### config.mk
export PLATFORM = sky130hd
export DESIGN_NAME = hazard_scoreboard
export DESIGN_NICKNAME = d
export VERILOG_FILES = /design/src/rtl/hazard_scoreboard.sv
export SDC_FILE = /design/constraint.sdc
export NUM_CORES = 1
export LEC_CHECK = 0
export BUFFER_PORTS_ARGS = -buffer_cell sky130_fd_sc_hd__clkbuf_2
export CORE_UTILIZATION = 53
export CTS_BUF_LIST = sky130_fd_sc_hd__clkbuf_8 sky130_fd_sc_hd__clkbuf_16
export DETAILED_ROUTE_END_ITERATION = 8
export GPL_TIMING_DRIVEN = 1
export MAX_ROUTING_LAYER = met4
export PLACE_DENSITY = 0.81
export SLEW_MARGIN = 10
export SYNTH_ARGS = -nofsm -noshare
export SYNTH_HDL_FRONTEND = slang
export SYNTH_SLANG_ARGS = --single-unit
### constraint.sdc
create_clock -name clk -period 3.5 [get_ports clk]
set_clock_uncertainty 0.2 [all_clocks]
set_input_delay 0.525 -clock clk [delete_from_list [all_inputs] [get_ports clk]]
set_output_delay 0.525 -clock clk [all_outputs]
set_load 0.01 [all_outputs]
### src/rtl/hazard_scoreboard.sv
// hazard_scoreboard: load-use/RAW interlock, forwarding select, mul/div scoreboard, flush control and perf counters.
module hazard_scoreboard #(
  parameter int NREG     = 32,
  parameter int REG_W    = 5,
  parameter int FWD_EN   = 1,
  parameter int MC_DEPTH = 2,
  parameter int CNT_W    = 16
) (
  input  logic             clk,
  input  logic             rstn,
  input  logic [REG_W-1:0] id_rs1,
  input  logic [REG_W-1:0] id_rs2,
  input  logic             id_use_rs1,
  input  logic             id_use_rs2,
  input  logic             id_is_mc,
  input  logic [REG_W-1:0] ex_rs1,
  input  logic [REG_W-1:0] ex_rs2,
  input  logic [REG_W-1:0] ex_rd,
  input  logic             ex_reg_write,
  input  logic             ex_mem_read,
  input  logic             ex_mc_issue,
  input  logic [REG_W-1:0] mem_rd,
  input  logic [REG_W-1:0] wb_rd,
  input  logic             mem_reg_write,
  input  logic             wb_reg_write,
  input  logic             mc_done,
  input  logic [REG_W-1:0] mc_rd,
  input  logic             branch_taken,
  input  logic             jal_taken,
  input  logic             cnt_clr,
  output logic             stall,
  output logic             flush_if_id,
  output logic             flush_id_ex,
  output logic [1:0]       forward_a,
  output logic [1:0]       forward_b,
  output logic [NREG-1:0]  sb_pending,
  output logic [2:0]       mc_count,
  output logic             sb_err,
  output logic [CNT_W-1:0] stall_cnt,
  output logic [CNT_W-1:0] flush_cnt
);
  localparam logic [1:0] forwarding_none  = 2'd0;
  localparam logic [1:0] forwarding_typeA = 2'd1;
  localparam logic [1:0] forwarding_typeB = 2'd2;
  localparam int NX = 2**REG_W;
  function automatic logic hit(input logic [REG_W-1:0] src, input logic use_src, input logic we,
                               input logic [REG_W-1:0] rd);
    return use_src && we && rd != '0 && rd == src;
  endfunction
  function automatic logic [1:0] fsel(input logic [REG_W-1:0] src);
    return (FWD_EN == 0) ? forwarding_none :
           hit(src, 1'b1, mem_reg_write, mem_rd) ? forwarding_typeA :
           hit(src, 1'b1, wb_reg_write, wb_rd) ? forwarding_typeB : forwarding_none;
  endfunction
  logic [NX-1:0] pend_x, pend_nx;
  logic ld_use, sb_raw, struct_haz, ilk, flush, full, iss_ok, done_ok, err_now;
  // Widened view so any REG_W index is safe even when NREG < 2^REG_W.
  assign pend_x = NX'(sb_pending);
  assign ld_use = ex_mem_read && (hit(id_rs1, id_use_rs1, ex_reg_write, ex_rd) ||
                                  hit(id_rs2, id_use_rs2, ex_reg_write, ex_rd));
  // Issue in EX has not reached the scoreboard yet, so catch it directly.
  assign sb_raw = (id_use_rs1 && pend_x[id_rs1]) || (id_use_rs2 && pend_x[id_rs2]) ||
                  hit(id_rs1, id_use_rs1, ex_mc_issue, ex_rd) || hit(id_rs2, id_use_rs2, ex_mc_issue, ex_rd);
  assign struct_haz = id_is_mc && ({1'b0, mc_count} + 4'(ex_mc_issue) >= 4'(MC_DEPTH));
  assign ilk = (FWD_EN == 0) &&
               (hit(id_rs1, id_use_rs1, ex_reg_write, ex_rd) || hit(id_rs2, id_use_rs2, ex_reg_write, ex_rd) ||
                hit(id_rs1, id_use_rs1, mem_reg_write, mem_rd) || hit(id_rs2, id_use_rs2, mem_reg_write, mem_rd) ||
                hit(id_rs1, id_use_rs1, wb_reg_write, wb_rd) || hit(id_rs2, id_use_rs2, wb_reg_write, wb_rd));
  assign flush = branch_taken || jal_taken;
  assign flush_if_id = flush;
  assign flush_id_ex = flush;
  assign stall = !flush && (ld_use || sb_raw || struct_haz || ilk);
  assign forward_a = fsel(ex_rs1);
  assign forward_b = fsel(ex_rs2);
  // Illegal issue/done events are flagged and otherwise ignored.
  assign full    = mc_count == 3'(MC_DEPTH);
  assign iss_ok  = ex_mc_issue && !full;
  assign done_ok = mc_done && mc_count != '0 && pend_x[mc_rd];
  assign err_now = (mc_done && !done_ok) || (ex_mc_issue && full);
  always_comb begin
    pend_nx = pend_x;
    if (done_ok) pend_nx[mc_rd] = 1'b0;
    if (iss_ok && ex_rd != '0) pend_nx[ex_rd] = 1'b1;
    pend_nx[0] = 1'b0;
  end
  always_ff @(posedge clk or negedge rstn)
    if (!rstn) begin
      sb_pending <= '0;
      mc_count   <= '0;
      sb_err     <= 1'b0;
      stall_cnt  <= '0;
      flush_cnt  <= '0;
    end else begin
      sb_pending <= pend_nx[NREG-1:0];
      mc_count   <= mc_count + 3'(iss_ok) - 3'(done_ok);
      sb_err     <= sb_err || err_now;
      stall_cnt  <= cnt_clr ? '0 : (stall && !(&stall_cnt)) ? stall_cnt + 1'b1 : stall_cnt;
      flush_cnt  <= cnt_clr ? '0 : (flush && !(&flush_cnt)) ? flush_cnt + 1'b1 : flush_cnt;
    end
endmodule

Yosys cells after proc, flatten, opt, wreduce, memory -nomap -nowiden
Cells that the tools add are included.
{"block": "classes", "addsub": 5, "magnitude_cmp": 7, "eq_ne": 7, "mux": 20, "n_bitwise": 3, "reduce_logical": 55}
{"operator": "two-way mux 16 bit", "count": 4}
{"operator": "two-way mux 32 bit", "count": 2}
{"operator": "logical AND 1 bit", "count": 33}
{"operator": "adder 16 x 1 -> 16 bit, second input constant", "count": 2}
{"operator": "bitwise AND 32 bit", "count": 1}
{"operator": "inverter 32 bit", "count": 1}
{"operator": "bitwise OR 32 bit", "count": 1}
{"operator": "AND reduction 16 bit", "count": 2}
{"operator": "equality test 5 bit", "count": 6}
{"operator": "< comparator 5 x 6 -> 1 bit, second input constant", "count": 4}
{"operator": "binary-select mux 1 bit (select 5 bit)", "count": 3}
{"operator": "nonzero test 5 bit", "count": 3}
{"operator": "demux 1 bit (select 5 bit)", "count": 2}
{"operator": ">= comparator 5 x 1 -> 1 bit, second input constant", "count": 2}
{"operator": "logical OR 1 bit", "count": 9}
{"operator": "two-way mux 2 bit", "count": 4}
{"operator": "zero test 1 bit", "count": 5}
{"operator": "two-way mux 1 bit", "count": 5}
{"operator": "adder 3 x 1 -> 4 bit", "count": 1}
{"operator": ">= comparator 4 x 2 -> 1 bit, second input constant", "count": 1}
{"operator": "nonzero test 2 bit", "count": 2}
{"operator": "adder 3 x 1 -> 3 bit", "count": 1}
{"operator": "equality test 3 x 2 -> 1 bit, second input constant", "count": 1}
{"operator": "nonzero test 3 bit", "count": 1}
{"operator": "subtractor 3 x 1 -> 3 bit", "count": 1}
{"block": "word_totals", "register_bits": 67, "inputBits": 54, "output_inout_bits": 75}

Logic depth before layout (Yosys ltp)
Gate-level depths: netlist of run 1.
{"block": "depth", "ltp_word": 12, "mapped_depth": 12, "mapped_depth_nobuf": 11}

Worst setup path after synthesis of run 1
Ideal clock, no wire load.
{"block": "synth_timing", "path_kind": "input to register", "startpoint": "in mc_rd[0]", "endpoint": "reg mc_count[2]", "arrival_time_ns": 2.911, "slack_ns": 0.267, "stages": 11, "n_path_buf": 2, "path_cell_list": "buf_2 -> buf_2 -> mux4_2 -> a311oi_1 -> a31o_2 -> inv_1 -> ha_1 -> inv_1 -> ha_1 -> fa_1 -> xnor2_1"}
{"block": "synth_between", "elab_chain_cells": 4}
{"item": "from (decl)", "line_no": "27", "text": "input logic [REG_W-1:0] mc_rd,"}
{"item": "binary-select mux 1 bit (select 5 bit)", "line_no": "78", "text": "assign done_ok = mc_done && mc_count != '0 && pend_x[mc_rd];"}
{"item": "two-way mux 1 bit (not written as such)", "line_no": "78"}
{"item": "logical AND 1 bit", "line_no": "78"}
{"item": "subtractor 3 x 1 -> 3 bit", "line_no": "95", "text": "mc_count <= mc_count + 3'(iss_ok) - 3'(done_ok);"}
{"item": "to (signal assigned)", "line_no": "95"}
{"item": "to (decl)", "line_no": "37", "text": "output logic [2:0] mc_count,"}
No other way between the ends. The select of a mux whose other input is x is not followed.
A chain may end at the register's enable or synchronous reset.

Final worst setup path of run 1
{"block": "layout_timing", "startpoint": "reg sb_pending[7]", "endpoint": "out stall"}
{"block": "layout_between", "elab_chain_cells": 9}
{"item": "from (decl)", "line_no": "36", "text": "output logic [NREG-1:0] sb_pending,"}
{"item": "from (signal assigned)", "line_no": "94", "text": "sb_pending <= pend_nx[NREG-1:0];"}
{"item": "binary-select mux 1 bit (select 5 bit)", "line_no": "62", "text": "assign sb_raw = (id_use_rs1 && pend_x[id_rs1]) || (id_use_rs2 && pend_x[id_rs2]) ||"}
{"item": "two-way mux 1 bit (not written as such)", "line_no": "62"}
{"item": "logical AND 1 bit", "line_no": "62"}
{"item": "logical OR 1 bit (*) (2 in a row)", "line_no": "62"}
{"item": "logical OR 1 bit (*)", "line_no": "63", "text": "hit(id_rs1, id_use_rs1, ex_mc_issue, ex_rd) || hit(id_rs2, id_use_rs2, ex_mc_issue, ex_rd);"}
{"item": "logical OR 1 bit (*) (2 in a row)", "line_no": "72", "text": "assign stall = !flush && (ld_use || sb_raw || struct_haz || ilk);"}
{"item": "logical AND 1 bit (*)", "line_no": "72"}
{"item": "to (decl)", "line_no": "31", "text": "output logic stall,"}
Mark *: on every way between the ends. The rest lies on a longest branch, timed or not. The select of a mux whose other input is x is not followed.

==> impl_metrics.py, run 1 <==
metrics = {
    "finish": {
        "fin_area_um2": 5340,
        "drive_gt1_share_pct": 29.9,
        "final_common_cell": "clkbuf_2",
        "antenna_cells": 0,
        "instances_no_fill": 697,
        "mostFrequentLayoutCells": "clkbuf_2, dfrtp_1, o21ai_0",
        "synthToLayoutAreaGrowth_pct": 18.9,
        "utilization_pct": 65.0,
        "final_net_count": 650,
    },
    "logic_synthesis": {
        "synth_ff_type": "dfrtp_1",
        "ys_ff_latch": 67,
        "synth_edf_count": 0,
        "syn_area_um2": 4490,
        "avgSynthCellArea_um2": 9.50,
        "syn-num-nets": 535,
        "syn_inst": 473,
        "synthArstFlopShare_pct": 100,
        "ys_seq_area_share_pct": 37.3,
        "ys_types": 54,
        "ys_warn_count": 0,
    },
    "clock_network": {
        "htree_levels": 3,
        "cts_made_buffers": 9,
        "clockBufferDepth": 2,
        "cts_resized": 0,
        "clock-sinks": 67,
        "cts_setup_buffers": 0,
        "clk_pin_slew_ns": 0.08,
        "clock_latency_ns": 0.35,
        "cts_tree": "yes",
        "ctsHoldBuffers": 0,
        "cts_root_buf": "clkbuf_8",
    },
    "global_routing": {
        "grt_use_total_pct": 31.9,
        "grt_pass1_vias": 4159,
        "grt_max_degree": 68,
        "overflow": 0,
        "antenna_found_initial": 0,
        "grt_pass1_wl_um": 20500,
    },
    "worst_setup_path": {
        "path_max_fanout": 5,
        "critPathKind": "flop to output port",
        "slowest_stage": "mux4_2",
        "endpoint_kind": "output port",
        "worstPathRequired_ns": 2.77,
        "arrival_ns": 2.64,
        "cp_cell_sequence": "mux4_2, nor4b_1, a211o_1, nor4_1, a311o_2, or2_1, clkbuf_2",
        "start_kind": "flop",
        "cp_slowest_stage_delay_ns": 0.50,
    },
    "sta": {
        "fmax_ghz": 0.297,
        "finalCritPeriodShare_pct": 96.2,
        "final-setup-viol-count": 0,
        "hold_viol_final": 0,
        "fin_hold_ws_ns": 0.153,
        "final_max_slew_viol_count": 0,
        "rsz0062_at_grt": "no",
        "period_needed_ns": 3.37,
        "fin_ws_ns": 0.133,
        "tightest_slew_ns": 0.850,
        "slew_headroom_pct": 43.3,
        "timing.setup.tns_ns": 0,
    },
    "placed_design": {
        "dp_cells": 682,
        "gp_congestion": 0.946,
        "port_buffers": 127,
        "placed_area_um2": 5160,
        "dp_slack_ns": 0.140,
        "dp_hpwl_um": 9740,
    },
    "route": {
        "drc": 0,
        "first_pass_iters": 5,
        "dr.first_iter.drc_count": 387,
        "vias": 4350,
        "wl_um": 13400,
        "ant_nets": 0,
        "wire_per_inst_um": 19.2,
        "routed_via_density": 6.24,
    },
    "floorplanning": {
        "die_w_um": 94.1,
        "num_rows": 33,
        "start_util_pct": 54.7,
        "io_pins": 129,
        "die_y_um": 94.1,
        "die_area_um2": 8850,
        "core-area_um2": 8220,
    },
    "worst_hold_path": {
        "hold_class": "input pin to asynchronous set/reset pin",
    },
    "pwr": {
        "powerDensity_nw_per_um2": 541,
        "p_leak_nw": 2.36,
        "power.total_mw": 2.89,
        "peakVddDrop_v": 0.000409,
    },
    "flow_run": {
        "maxCapViolCount": 0,
    },
    "status": {
        "outcome": "completed",
    },
}
==> cells in the mapped netlist (3+ instances only) <==
master / n / share of area (%)
xor2_1: 33 / 6.4
nand3b_1: 7 / 1.2
o31ai_1: 5 / 0.84
mux4_2: 21 / 11
nor4_1: 7 / 0.97
and4_1: 4 / 0.78
mux2_2: 3 / 0.75
or2_1: 6 / 0.84
o21ai_1: 25 / 2.8
nand2b_1: 3 / 0.42
inv_1: 11 / 0.92
or3_1: 12 / 1.7
dfrtp_1: 67 / 37
buf_4: 3 / 0.50
nand4_1: 6 / 0.84
a21oi_1: 19 / 2.1
and3_1: 6 / 0.84
ha_1: 7 / 1.9
nand2_1: 33 / 2.8
nor3_1: 4 / 0.45
o21ai_0: 45 / 5.0
mux2i_1: 5 / 1.1
clkbuf_1: 15 / 1.3
xnor2_1: 14 / 2.7
o211ai_1: 3 / 0.50
nand3_1: 23 / 2.6
or4_1: 6 / 1.0
nor2_1: 31 / 2.6
buf_2: 7 / 0.78
nor2b_1: 10 / 1.4
==> metal layers <==
| metal | global-route usage (%) | wire [um] |
|---|---|---|
| met1 | 40.0 | 5270 |
| met2 | 49.0 | 6210 |
| met3 | 7.85 | 1420 |
| met4 | 14.4 | 457 |
| met5 | - | 0 |
==> worst paths after layout <==
check	startpoint	end	slack, ns	cells past startpoint
max reg2reg	sb_pending[19]	mc_count[2]	0.45	11
max in group asynchronous	rstn	sb_pending[17]	2.37	2
max	sb_pending[7]	stall	0.13	7
min in group clk	mc_done	sb_err	0.20	3
min reg2reg	sb_err	sb_err	0.29	2
min	rstn	stall_cnt[0]	0.15	2
==> logic make-up after synthesis <==
logic type      Yosys count  share of synthesized area (%)
simple gates            167                           19.9
compound gates          112                           14.1
flops                    67                           37.3
xor+xnor                 47                           9.16
buf+inv                  40                           4.12
mux                      31                           12.9
fa+ha+maj                 8                           2.39
other cells               1                         0.0835
==> power by group <==
group	switching, mW	internal [mW]
Sequential	0.304	0.949
Combinational	0.509	0.508
Clock	0.300	0.320
==> critical path: cells and delay by family, from the launching register on <==
| kind | cells | cell delay, ns |
|---|---|---|
| muxes | 1 | 0.50 |
| buffers and inverters | 1 | 0.15 |
| and+or+nand+nor | 3 | 0.60 |
| DFF | 1 | 0.48 |
| AOI/OAI and AO/OA | 2 | 0.55 |
==> flip-flops by register name, summed over array words and instances (netlist names) <==
name,flops
sb_err,1
mc_count,3
flush_cnt,16
stall_cnt,16
sb_pending,31
==> final cells by class <==
class | count | area (um2)
flip-flops and latches | 67 | 1680
clock buffers | 9 | 124
repair buffers | 133 | 681
well taps | 105 | 131
clock inverters | 6 | 57.6
fillers | 691 | 2870
inverters | 11 | 41.3
multi-input cells | 366 | 2630
Power figures use the tool's default switching activity.
==> inputs of run 2 (changes only) <==
Settings changed: GPL_TIMING_DRIVEN 1 to 0, RECOVER_POWER from default to 100.
==> impl_metrics.py, run 2 (synthesized netlist as in run 1, its figures left out) <==
metrics = {
    "status": {
        "outcome": "completed",
    },
    "global_routing": {
        "overflow": 0,
        "grt_use_total_pct": 31.0,
        "grt_pass1_wl_um": 20300,
        "antenna_found_initial": 0,
        "grt_pass1_vias": 4068,
        "grt_max_degree": 44,
    },
    "sta": {
        "hold_viol_final": 0,
        "finalCritPeriodShare_pct": 95.9,
        "fmax_ghz": 0.298,
        "timing.setup.tns_ns": 0,
        "fin_hold_ws_ns": 0.191,
        "rsz0062_at_grt": "no",
        "period_needed_ns": 3.36,
        "final-setup-viol-count": 0,
        "slew_headroom_pct": 4.48,
        "final_max_slew_viol_count": 0,
        "tightest_slew_ns": 1.43,
    },
    "finish": {
        "utilization_pct": 64.7,
        "final_common_cell": "clkbuf_1",
        "max_flop_register": "sb_pending",
        "final_net_count": 658,
        "top_regs": "sb_pending: 31 flops, flush_cnt: 16 flops, stall_cnt: 16 flops",
        "synthToLayoutAreaGrowth_pct": 18.4,
        "antenna_cells": 0,
        "fillerInstances": 728,
        "largest_reg_flops": 31,
        "fin_area_um2": 5320,
        "drive_gt1_share_pct": 15.3,
        "mostFrequentLayoutCells": "clkbuf_1, dfrtp_1, o21ai_0",
    },
    "floorplanning": {
        "start_util_pct": 54.7,
        "num_rows": 33,
        "io_pins": 129,
        "die_y_um": 94.1,
        "die_w_um": 94.1,
        "die_area_um2": 8850,
        "core-area_um2": 8220,
    },
    "placed_design": {
        "port_buffers": 110,
        "dp_hpwl_um": 10000,
        "gp_congestion": 0.952,
        "placed_area_um2": 5200,
    },
    "route": {
        "first_pass_iters": 5,
        "vias": 4407,
        "wl_um": 13200,
        "wire_per_inst_um": 18.7,
        "routed_via_density": 6.24,
        "drc": 0,
        "ant_nets": 0,
        "dr.first_iter.drc_count": 329,
    },
    "worst_setup_path": {
        "path_max_fanout": 10,
        "slowest_stage": "mux4_2",
        "start_kind": "input pin",
        "worstPathRequired_ns": 3.54,
        "endpoint_kind": "flop",
        "arrival_ns": 3.40,
        "cp_slowest_stage_delay_ns": 0.57,
        "critPathKind": "input pin to flop",
        "cp_cell_sequence": "buf_2, clkbuf_1, mux4_2, a311oi_1, a31o_1, inv_1, ha_1, inv_1, ha_1, fa_1, xnor2_1",
    },
    "clock_network": {
        "clock_latency_ns": 0.35,
        "cts_made_buffers": 9,
        "clk_pin_slew_ns": 0.08,
        "cts_tree": "yes",
        "cts_root_buf": "clkbuf_8",
        "clockBufferDepth": 2,
        "clock-sinks": 67,
        "htree_levels": 3,
    },
    "pwr": {
        "p_leak_nw": 2.12,
        "power.total_mw": 2.91,
        "peakVddDrop_v": 0.000355,
        "powerDensity_nw_per_um2": 547,
    },
    "flow_run": {
        "maxCapViolCount": 0,
    },
    "worst_hold_path": {
        "hold_class": "input pin to flop",
    },
}
[run 2: cell count changes in the layout (fill, tap and decap cells not counted), moves of 3 or more]
cell,before,now
o21ai_0,45,63
clkbuf_2,127,38
clkinv_4,0,3
clkinv_2,4,1
clkbuf_1,0,90
o21ai_1,25,8
or2_0,0,4
buf_4,6,1
or2_1,6,2
buf_2,0,6
[run 2: cell type report]
type,count,area (um2),share of cell area [%]
flip-flops and latches,67,1680,31.5
clock inverters,7,100,1.88
clock buffers,9,124,2.33
plain buffers,29,139,2.61
inverters,11,41.3,0.776
multi-input cells,366,2630,49.5
repair buffers,112,474,8.91
well taps,105,131,2.47
[run 2: power by group]
group	total, mW	leakage [nW]	internal, mW	switching [mW]
clock	0.731	0.114	0.406	0.325
combinational	0.970	1.15	0.457	0.514
sequential	1.21	0.858	0.949	0.260
[run 2: what timing repair did]
action,in CTS,in global routing
setup buffers,0,0
setup endpoints to repair,0,1
hold endpoints to repair,24,0
hold buffers,1,0
gates resized for setup,0,1
[run 2: final timing paths]
path | startpoint | to | slack, ns | depth (start not counted)
setup / recovery | mc_rd[0] | mc_count[2] | 0.14 | 11
hold / removal | mc_done | sb_err | 0.19 | 3
setup reg to reg | sb_pending[7] | stall_cnt[1] | 0.16 | 10
hold reg to reg | sb_err | sb_err | 0.28 | 2
max in group asynchronous | rstn | sb_pending[25] | 0.54 | 3
min in group asynchronous | rstn | stall_cnt[9] | 0.84 | 2
[run 2: through the flow]
stage / std cells / setup WS (ns)
2_1_floorplan: 473 / 0.267
4_1_cts: 706 / 0.165
3_3_place_gp: 688 / 0.0404
6_report: 706 / 0.142
5_1_grt: 706 / 0.0179
3_5_place_dp: 689 / 0.0176
[run 2: metal layers]
metal	global-route usage (%)	share of wire, %	vias to the layer above
met3	6.23	10	26
met4	12.1	2.0	0
li1	-	-	1983
met1	40.4	40	2128
met2	47.9	48	270
met5	-	0	-
[run 2: critical path, delay by kind of cell]
| kind | cells | cell delay [ns] |
|---|---|---|
| buffers and inverters | 4 | 0.70 |
| adder cells (fa/ha/maj) | 3 | 0.85 |
| multiplexers | 1 | 0.57 |
| XOR/XNOR | 1 | 0.13 |
| AO/OA/AOI/OAI | 2 | 0.62 |
==> inputs of run 3 (changes only) <==
Settings changed: PLACE_DENSITY 0.81 to default, PLACE_DENSITY_LB_ADDON from default to 0.25.
==> impl_metrics.py, run 3 (synthesized netlist as in run 1, its figures left out) <==
metrics = {
    "worst_setup_path": {
        "r2r_slack_ns": 0.12,
        "worstPathRequired_ns": 2.77,
        "arrival_ns": 2.68,
        "path_max_fanout": 5,
        "slowest_stage": "mux4_2",
        "path_buf_inv": 1,
        "critical-path-top-delay-family": "simple AND/OR/NAND/NOR gates",
        "endpoint_kind": "output port",
        "start_kind": "flop",
        "critPathKind": "flop to output port",
        "cp_cell_sequence": "mux4_2, nor4b_1, a211o_1, nor4_1, a311o_2, or2_1, clkbuf_1",
        "cp_slowest_stage_delay_ns": 0.51,
    },
    "route": {
        "first_pass_iters": 7,
        "wl_met3_um": 1250,
        "highest_layer": "met4",
        "vias": 4382,
        "routed_via_density": 6.22,
        "dr.first_iter.drc_count": 339,
        "wl_um": 13300,
        "met1_length_um": 5420,
        "met2_length_um": 6250,
        "wire_per_inst_um": 18.9,
        "drc": 0,
        "ant_nets": 0,
    },
    "pwr": {
        "combPwrFrac_pct": 33.6,
        "power_switching_mw": 1.10,
        "peakVddDrop_v": 0.000342,
        "powerDensity_nw_per_um2": 549,
        "sequentialPowerShare_pct": 40.9,
        "switching_share_pct": 37.5,
        "p_int_mw": 1.83,
        "p_leak_nw": 2.12,
        "clockPowerShare_pct": 25.5,
    },
    "floorplanning": {
        "die_w_um": 94.1,
        "die_y_um": 94.1,
        "core-area_um2": 8220,
        "die_area_um2": 8850,
        "num_rows": 33,
        "start_util_pct": 54.7,
        "io_pins": 129,
    },
    "sta": {
        "timing.setup.tns_ns": 0,
        "fmax_ghz": 0.293,
        "hold_viol_final": 0,
        "rsz0062_at_grt": "no",
        "final-setup-viol-count": 0,
        "fin_hold_ws_ns": 0.204,
        "final_max_slew_viol_count": 26,
        "finalCritPeriodShare_pct": 97.4,
        "tightest_slew_ns": 1.53,
        "period_needed_ns": 3.41,
        "slew_headroom_pct": -2.03,
    },
    "worst_hold_path": {
        "hold_class": "input pin to flop",
    },
    "status": {
        "failed_checks": "max-capacitance violations, max-slew violations",
        "outcome": "complete, but fails checks",
    },
    "placed_design": {
        "dp_hpwl_um": 9880,
        "gp_congestion": 0.907,
        "port_buffers": 110,
    },
    "global_routing": {
        "grt_pass1_vias": 4160,
        "grt_use_total_pct": 32.0,
        "antenna_found_initial": 0,
        "grt_max_degree": 43,
        "overflow": 0,
        "grt_pass1_wl_um": 20600,
    },
    "finish": {
        "mostFrequentLayoutCells": "clkbuf_1, dfrtp_1, o21ai_0",
        "synthToLayoutAreaGrowth_pct": 18.6,
        "utilization_pct": 64.8,
        "antenna_cells": 0,
        "drive_gt1_share_pct": 15.0,
        "final_net_count": 658,
        "max_flop_register": "sb_pending",
        "largest_reg_flops": 31,
        "top_regs": "sb_pending: 31 flops, flush_cnt: 16 flops, stall_cnt: 16 flops",
        "fillerInstances": 708,
        "final_common_cell": "clkbuf_1",
    },
    "clock_network": {
        "cts_setup_buffers": 0,
        "clock_latency_ns": 0.35,
        "cts_root_buf": "clkbuf_8",
        "htree_levels": 3,
        "cts_made_buffers": 9,
        "ctsHoldBuffers": 1,
        "cts_tree": "yes",
        "cts_resized": 0,
        "clockBufferDepth": 2,
        "clock-sinks": 67,
        "clk_pin_slew_ns": 0.08,
    },
    "flow_run": {
        "maxCapViolCount": 1,
    },
}
-- run 3: cell count changes in the layout (fill, tap and decap cells not counted), sizes merged --
| cell | before | now |
|---|---|---|
| clkinv | 4 | 0 |
| buf | 11 | 13 |
| clkbuf | 138 | 137 |
| clkinvlp | 0 | 1 |
| inv | 12 | 13 |
-- run 3: layout make-up --
type	instances	area (um2)	share of cell area (%)
Sequential cell	67	1680	31.5
Clock buffer	10	138	2.58
Multi-Input combinational cell	366	2630	49.3
Inverter	11	41.3	0.775
Tap cell	105	131	2.47
Timing Repair Buffer	112	488	9.16
Clock inverter	5	85.1	1.60
Buffer	29	140	2.63
-- run 3: per-layer routing --
layer / vias up / track usage (%)
li1: 1977 / -
met1: 2108 / 40.7
met2: 255 / 49.4
met3: 42 / 6.88
met4: 0 / 14.0
met5: - / -
-- run 3: power by group through the flow --
stage / clock [mW] / combinational (mW) / sequential, mW
floorplan: 0 / 0.575 / 1.21
global placement: 0 / 0.992 / 1.19
detailed placement: 0 / 1.02 / 1.20
CTS: 0.750 / 1.03 / 1.19
global route: 0.780 / 1.08 / 1.22
finish: 0.746 / 0.983 / 1.20
-- run 3: worst paths after layout --
kind                                 end          start  depth (start not counted)
setup / recovery                   stall  sb_pending[7]                          7
min in group asynchronous   stall_cnt[8]           rstn                          2
max in group asynchronous  sb_pending[9]           rstn                          2
setup reg to reg            stall_cnt[1]  sb_pending[7]                         10
hold reg to reg                   sb_err         sb_err                          2
hold / removal                    sb_err        mc_done                          3
-- run 3: worst reg2reg max path, stage by stage, from the launching register on --
cell	delay (ns)
dfrtp_1	0.42
mux4_2	0.51
nor4b_1	0.35
a211o_1	0.16
nor4_1	0.06
a311o_2	0.40
o21ai_0	0.34
clkbuf_1	0.36
buf_6	0.21
mux2i_1	0.18
nor2_1	0.05
-- run 3: per-stage QoR --
step	total power [mW]	instance area (um2)	instances	setup WS [ns]
2_1_floorplan	1.79	4490	473	0.267
3_3_place_gp	2.18	5170	688	0.0245
3_5_place_dp	2.22	5200	689	0.00831
4_1_cts	2.97	5430	705	0.172
5_1_grt	3.08	5330	705	0.0245
6_report	2.93	5330	705	0.0923
